<file path="src/rtl/serial_add_pkg.sv">
// rtl/serial_add_pkg.sv - shared types and constants for the nibble-serial adder
package serial_add_pkg;

  typedef enum logic [1:0] {
    IDLE = 2'd0,
    RUN  = 2'd1,
    DONE = 2'd2
  } state_t;

  localparam int NIB_W = 4;

  // Number of slice passes needed for an operand of the given width
  function automatic int nibble_count(input int width);
    return width / NIB_W;
  endfunction

endpackage

</file>
<file path="src/rtl/fourbit_FA_str.sv">
// rtl/fourbit_FA_str.sv - structural 4-bit ripple-carry adder slice
module fourbit_FA_str (
  output logic       Cout,
  output logic [3:0] S,
  input  logic [3:0] A,
  input  logic [3:0] B,
  input  logic       Cin
);

  wire [4:0] c;
  wire [3:0] p;
  wire [3:0] g;
  wire [3:0] t;

  assign c[0] = Cin;

  // One gate-level full adder per bit, carry rippling upward
  genvar i;
  generate
    for (i = 0; i < 4; i = i + 1) begin : g_bit
      xor u_p   (p[i], A[i], B[i]);
      xor u_s   (S[i], p[i], c[i]);
      and u_g   (g[i], A[i], B[i]);
      and u_t   (t[i], p[i], c[i]);
      or  u_c   (c[i+1], g[i], t[i]);
    end
  endgenerate

  assign Cout = c[4];

endmodule

</file>
<file path="src/rtl/serial_add16.sv">
// rtl/serial_add16.sv - multi-cycle adder, one nibble per clock through a 4-bit slice
module serial_add16
  import serial_add_pkg::*;
#(
  parameter int WIDTH = 16
) (
  input  logic             clk,
  input  logic             rst,
  input  logic             start,
  input  logic [WIDTH-1:0] a,
  input  logic [WIDTH-1:0] b,
  input  logic             cin,
  output logic             busy,
  output logic             done,
  output logic [WIDTH-1:0] sum,
  output logic             cout,
  output logic             ovf
);

  localparam int NIBBLES = nibble_count(WIDTH);
  localparam int IDX_W   = (NIBBLES > 1) ? $clog2(NIBBLES) : 1;
  localparam logic [IDX_W-1:0] LAST_IDX = IDX_W'(NIBBLES - 1);

  generate
    if ((WIDTH % NIB_W) != 0 || WIDTH < NIB_W) begin : g_bad_width
      $error("serial_add16: WIDTH must be a positive multiple of 4");
    end
  endgenerate

  state_t           state;
  logic [WIDTH-1:0] a_sh;
  logic [WIDTH-1:0] b_sh;
  logic [WIDTH-1:0] acc;
  logic             c_r;
  logic [IDX_W-1:0] idx;

  logic [NIB_W-1:0] nib_s;
  logic             nib_cout;
  logic [WIDTH-1:0] acc_next;
  logic             ovf_last;

  fourbit_FA_str u_slice (
    .Cout (nib_cout),
    .S    (nib_s),
    .A    (a_sh[NIB_W-1:0]),
    .B    (b_sh[NIB_W-1:0]),
    .Cin  (c_r)
  );

  // New nibble enters at the top so that after the last pass acc holds the full sum
  assign acc_next = (acc >> NIB_W) | (WIDTH'(nib_s) << (WIDTH - NIB_W));

  // On the last pass the slice sees the operand MSBs; signed overflow when
  // like-signed operands produce a differently-signed result
  assign ovf_last = (a_sh[NIB_W-1] == b_sh[NIB_W-1]) && (nib_s[NIB_W-1] != a_sh[NIB_W-1]);

  // Control FSM and datapath registers; outputs are registered and only the
  // completion edge updates sum/cout/ovf
  always_ff @(posedge clk or posedge rst) begin
    if (rst) begin
      state <= IDLE;
      busy  <= 1'b0;
      done  <= 1'b0;
      sum   <= '0;
      cout  <= 1'b0;
      ovf   <= 1'b0;
      a_sh  <= '0;
      b_sh  <= '0;
      acc   <= '0;
      c_r   <= 1'b0;
      idx   <= '0;
    end else begin
      case (state)
        IDLE, DONE: begin
          done <= 1'b0;
          if (start) begin
            a_sh  <= a;
            b_sh  <= b;
            c_r   <= cin;
            acc   <= '0;
            idx   <= '0;
            busy  <= 1'b1;
            state <= RUN;
          end else begin
            state <= IDLE;
          end
        end
        RUN: begin
          a_sh <= a_sh >> NIB_W;
          b_sh <= b_sh >> NIB_W;
          acc  <= acc_next;
          c_r  <= nib_cout;
          idx  <= idx + 1'b1;
          if (idx == LAST_IDX) begin
            sum   <= acc_next;
            cout  <= nib_cout;
            ovf   <= ovf_last;
            busy  <= 1'b0;
            done  <= 1'b1;
            state <= DONE;
          end
        end
        default: begin
          busy  <= 1'b0;
          done  <= 1'b0;
          state <= IDLE;
        end
      endcase
    end
  end

endmodule

</file>
<file path="config.mk">
export PLATFORM = sky130hd
export DESIGN_NAME = serial_add16
export DESIGN_NICKNAME = d
export VERILOG_FILES = /design/src/rtl/serial_add_pkg.sv /design/src/rtl/fourbit_FA_str.sv /design/src/rtl/serial_add16.sv
export SDC_FILE = /design/constraint.sdc
export NUM_CORES = 1
export LEC_CHECK = 0
export CORE_MARGIN = 1
export CORE_UTILIZATION = 48
export CTS_BUF_LIST = sky130_fd_sc_hd__clkbuf_2 sky130_fd_sc_hd__clkbuf_4 sky130_fd_sc_hd__clkbuf_8
export CTS_CLUSTER_SIZE = 24
export DETAILED_ROUTE_END_ITERATION = 8
export HOLD_SLACK_MARGIN = 0.02
export PLACE_DENSITY = 0.87
export RECOVER_POWER = 50
export SETUP_SLACK_MARGIN = 0.1
export SKIP_CTS_REPAIR_TIMING = 1
export SYNTH_ARGS = -nofsm -noshare
export SYNTH_HDL_FRONTEND = slang
export SYNTH_SLANG_ARGS = --single-unit
export TNS_END_PERCENT = 10
</file>
<file path="constraint.sdc">
create_clock -name clk -period 2.3 [get_ports clk]
set_input_delay 0.46 -clock clk [delete_from_list [all_inputs] [get_ports clk]]
set_output_delay 0.46 -clock clk [all_outputs]
set_load 0.02 [all_outputs]
</file>
### Word-level counts from Yosys, hierarchy flattened

Cells that the tools add are included.

* flip-flop bits (word level): 73
* output and inout port bits: 20
* word-level logic and storage cells: 65

* $add $sub $neg: 1
* equal/unequal tests: 7
* multiplexer cells: 18
* bitwise operators: 21
* reductions and logical operators: 7

Operators by type and width (count)
* 16-bit case mux with 2 select lines: 3
* 16-bit 2-to-1 mux: 3
* 12-bit by 16-bit bitwise OR with 16-bit output: 1
* 1-bit bitwise AND: 8
* 2-bit case mux with 2 select lines: 2
* 1-bit bitwise XOR: 8
* 1-bit 2-to-1 mux: 6
* 2-bit AND reduction: 3
* 2-bit equality test (second input constant): 2
* 2-bit 2-to-1 mux: 2
* 2-bit != test (second input constant): 2
* 1-bit bitwise OR: 4
* 1-bit case mux with 2 select lines: 2
* 2-bit by 1-bit adder with 2-bit output (second input constant): 1
* 2-bit by 1-bit equality test with 1-bit output (second input constant): 1
* 2-bit logical NOT: 1
* 2-bit nonzero test: 1
* 2-bit OR reduction: 1
* 1-bit equality test: 1
* 1-bit logical AND: 1
* 1-bit != test: 1

### Longest topological paths before layout

* depth after elaboration: 10
* gate-level depth with buffers: 8
* depth with buffers taken out: 8

### Modules after synthesis

Synthesis repeated with hierarchy kept, for this count alone.

* cells, all modules: 259
* area, all modules: 2912.8 um^2

By module, submodules not included
* serial_add16: instances 1, cells each 245, area an instance 2795.2 um^2, sequential area each 1701.6 um^2
* fourbit_FA_str: instances 1, cells each 14, area an instance 117.6 um^2, sequential area each 0.0 um^2

### Worst setup path after synthesis

OpenSTA, ideal clock, no wires.

* kind: flip-flop to flip-flop
* from: register a_sh[0]
* to: register ovf
* arrival time: 2121 ps
* setup slack: 83 ps
* stages on the path, launching flop included: 9
* buffers on the path: 0
* clock period less this slack: 2217 ps
* path through: dfrtp_1 -> inv_1 -> fa_1 -> fa_1 -> inv_1 -> fa_1 -> fa_1 -> xnor2_1 -> o31ai_1

* word-level cells in the longest chain between the ends: 10
* elaborated cells between the ends (all ways): 11
* classes of those cells: 1 x eq/ne; 9 x bitwise; 1 x reduce/logical

RTL lines
* from (decl): RTL line serial_add16.sv:31 `logic [WIDTH-1:0] a_sh;`
* from (signal assigned): RTL line serial_add16.sv:89 `a_sh <= a_sh >> NIB_W;`
* 1-bit bitwise XOR: RTL line fourbit_FA_str.sv:21 `xor u_p (p[i], A[i], B[i]);`
* 1-bit bitwise AND: RTL line fourbit_FA_str.sv:24 `and u_t (t[i], p[i], c[i]);`
* 1-bit bitwise OR *: RTL line fourbit_FA_str.sv:25 `or u_c (c[i+1], g[i], t[i]);`
* 1-bit bitwise AND *: RTL line fourbit_FA_str.sv:24
* 1-bit bitwise OR *: RTL line fourbit_FA_str.sv:25
* 1-bit bitwise AND *: RTL line fourbit_FA_str.sv:24
* 1-bit bitwise OR *: RTL line fourbit_FA_str.sv:25
* 1-bit bitwise XOR *: RTL line fourbit_FA_str.sv:22 `xor u_s (S[i], p[i], c[i]);`
* 1-bit != test *: RTL line serial_add16.sv:55 `assign ovf_last = (a_sh[NIB_W-1] == b_sh[NIB_W-1]) && (nib_s[NIB_W-1] != a_sh[NIB_W-1]);`
* 1-bit logical AND *: RTL line serial_add16.sv:55
* to (signal assigned): RTL line serial_add16.sv:97 `ovf <= ovf_last;`
* to (decl): RTL line serial_add16.sv:17 `output logic ovf`

Mark *: on every way between the ends. The rest lies on a longest branch, timed or not.
A chain may end at the register's enable or synchronous reset.

### Worst setup path after layout

Same ends and word-level chain as after synthesis.

==> impl_results.md <==
* Drt drc at 0
* Synth top area cells: dfrtp_1 (62%), mux2_2 (6.2%), a22o_1 (6.1%)
* Std cell rows at 27
* Tcrit/Tclk final at 98.3%
* Slowest stage cell, crit path: fa_1
* Die W at 77.6 µm
* Crit path buffers/inverters at 2
* Top cells by count, synth: dfrtp_1 (68), o22ai_1 (25), nor2_1 (22)
* Clk Latency, worst-skew pair at 0.33 ns
* Routed Antenna Nets at 0
* Vias per Instance at 5.53
* CTS tree: built
* Worst-Margin Slew at 1.46 ns
* Run status: finished, final reports clean
* Leak at 1.55 nW
* Critical Path Source Type: flop
* Syn avg cell area at 12.2 µm²
* Sequential share of the synthesized area at 62.0%
* Worst path cell trace: inv_2, fa_2, fa_2, inv_2, fa_2, fa_1, xnor2_1, o31ai_1
* Fillers at 419
* Clk buf depth at 2
* Async SR Flop Fraction at 100%
* Synth area leader: dfrtp_1
* Syn Std Cell Area at 2740 µm²
* Synthesized instance count at 225
* Hold_ws at 0.489 ns
* Crit path max-delay family: adder cells
* Initial Util at 49.8%
* Die Y at 77.6 µm
* Overflow after GRT at 0
* Pin count of the biggest net entering global routing at 69
* I/O pins at 56
* Power Density at 1530 nW/µm²
* Area grow syn2layout at 29.2%
* Final wirelength at 5480 µm
* Clk sinks at 68
* Most common cell in the netlist: dfrtp_1
* First-pass GRT wire length at 9180 µm
* Slew headroom at 2.53%
* Synth Register Bits at 68
* Clock root buffer: clkbuf_8
* GPL Wtd Cong at 0.773
* Main synth FF type: dfrtp_1
* CTS H-tree depth at 3
* GRT Overall Usage at 20.3%
* Count of final setup violators at 0
* IO Port Bufs at 55
* TritonCTS Buffers at 9
* Top-area cell type share of the netlist area at 62.0%
* CP max FO at 3
* Yosys warning count at 0
* Syn Nets at 267
* Max-slew violations at 0
* Final HPWL DP at 3460 µm
* Initial antenna violation count at 0
* Beginning of the worst register-to-register path: a_sh[0]
* Worst path max stage delay at 0.45 ns
* EDFF count, synth at 0
* Fmax at 442 MHz
* Netlist cell types at 23
* Crit path DAT at 2.51 ns
* WL/cell at 15.4 µm
* Critical path required time at 2.54 ns
* Diodes inserted at 0
* Die area at 6020 µm²
* Overall power at 0.00541 W
* Starting DRT DRC Count at 76
* CP Capture Type: flop
* Layout cell share with drive strength beyond 1 at 15.8%
* Worst vdd ir at 0.754 mV
* Vias at 1969
* Pre-Repair DR Iteration Count at 4
* Worst hold start: sum[13]
* Max-Cap Viols at 0
* Final Skew at 0.00363 ns
* Final Hold Fails at 0
* Core area at 5510 µm²
* Via count of the first global-routing pass at 1878
* RSZ-0062 raised after global routing: true
* CP Launch Point: a_sh[0]
* Nets at 322
* Crit path kind: flop to flop
* Min cycle time layout at 2.26 ns
* Worst-path clk slew at 0.06 ns
* CP most frequent cell: fa_2
* Worst min path class: flop to flop
==> routing by layer <==
layer	global-route usage, %	wire length (µm)	vias up
li1	-	-	918
met1	28.0	2560	979
met2	29.7	2620	61
met3	5.18	224	11
met4	10.2	85	0
met5	0	0	-
==> cell usage in the layout, fill, tap and decap left out, drive strengths merged, types with 5 or more instances in the layout <==
cell type / synthesis / layout
nor3: 20 / 20
clkbuf: 3 / 15
clkdlybuf4s50: 0 / 53
dfrtp: 68 / 68
a22o: 19 / 19
a21oi: 5 / 5
o21ai: 5 / 5
mux2: 15 / 15
nor2: 23 / 23
inv: 8 / 8
buf: 14 / 5
o22ai: 25 / 25
==> through the flow <==
| stage | util, % | TNS [ns] | cell area, µm² | setup slack (ns) | instances |
|---|---|---|---|---|---|
| after floorplan | - | 0 | 2750 | 0.0991 | 225 |
| after global placement | 61.1 | 0 | 3370 | 0.0604 | 341 |
| after detailed placement | 61.1 | 0 | 3370 | 0.0267 | 341 |
| after CTS | 64.6 | 0 | 3560 | 0.0127 | 356 |
| after global routing | 64.3 | -1.08 | 3540 | -0.0636 | 356 |
| final | 64.3 | 0 | 3540 | 0.0388 | 356 |
==> registers in the layout, indices dropped and copies added (netlist names) <==
register / count
state: 2
b_sh: 16
cout: 1
c_r: 1
busy: 1
ovf: 1
idx: 2
acc: 12
sum: 16
a_sh: 16
==> path summary, 6_finish.rpt <==
path | end | slack [ns] | depth (start not counted)
max | ovf | 0.04 | 8
min | sum[13] | 0.49 | 2
max reg2reg | ovf | 0.04 | 8
min reg2reg | sum[13] | 0.49 | 2
max in group asynchronous | idx[1] | 0.33 | 3
min in group asynchronous | acc[8] | 1.09 | 3
==> report_power, final <==
| group | internal, W | switching [W] |
|---|---|---|
| Combinational | 0.00113 | 0.00124 |
| Sequential | 0.00177 | 0.000347 |
| Clock | 0.000514 | 0.000401 |
==> tightest hold or removal path: stages, from the launching register on <==
cell and delay, ns:
dfrtp_1 0.35, nand2_1 0.05, o21ai_0 0.06
==> area by class of cell <==
| cell class | count | area (µm²) | area share (%) |
|---|---|---|---|
| inverters | 8 | 30.0 | 0.848 |
| well taps | 72 | 90.1 | 2.54 |
| clock inverters | 1 | 5.00 | 0.141 |
| flip-flops and latches | 68 | 1700 | 48.0 |
| repair buffers | 61 | 589 | 16.6 |
| clock buffers | 14 | 186 | 5.26 |
| multi-input cells | 132 | 940 | 26.5 |
==> logic make-up after synthesis <==
group	after synthesis	share of synthesized area, %
flip-flops	68	62.0
AO/OA/AOI/OAI	57	14.5
AND/OR/NAND/NOR	53	9.08
buffers and inverters	25	4.06
multiplexers	15	6.16
adder cells (fa/ha/maj)	6	3.83
XOR/XNOR	1	0.319
Power figures use the tool's default switching activity.
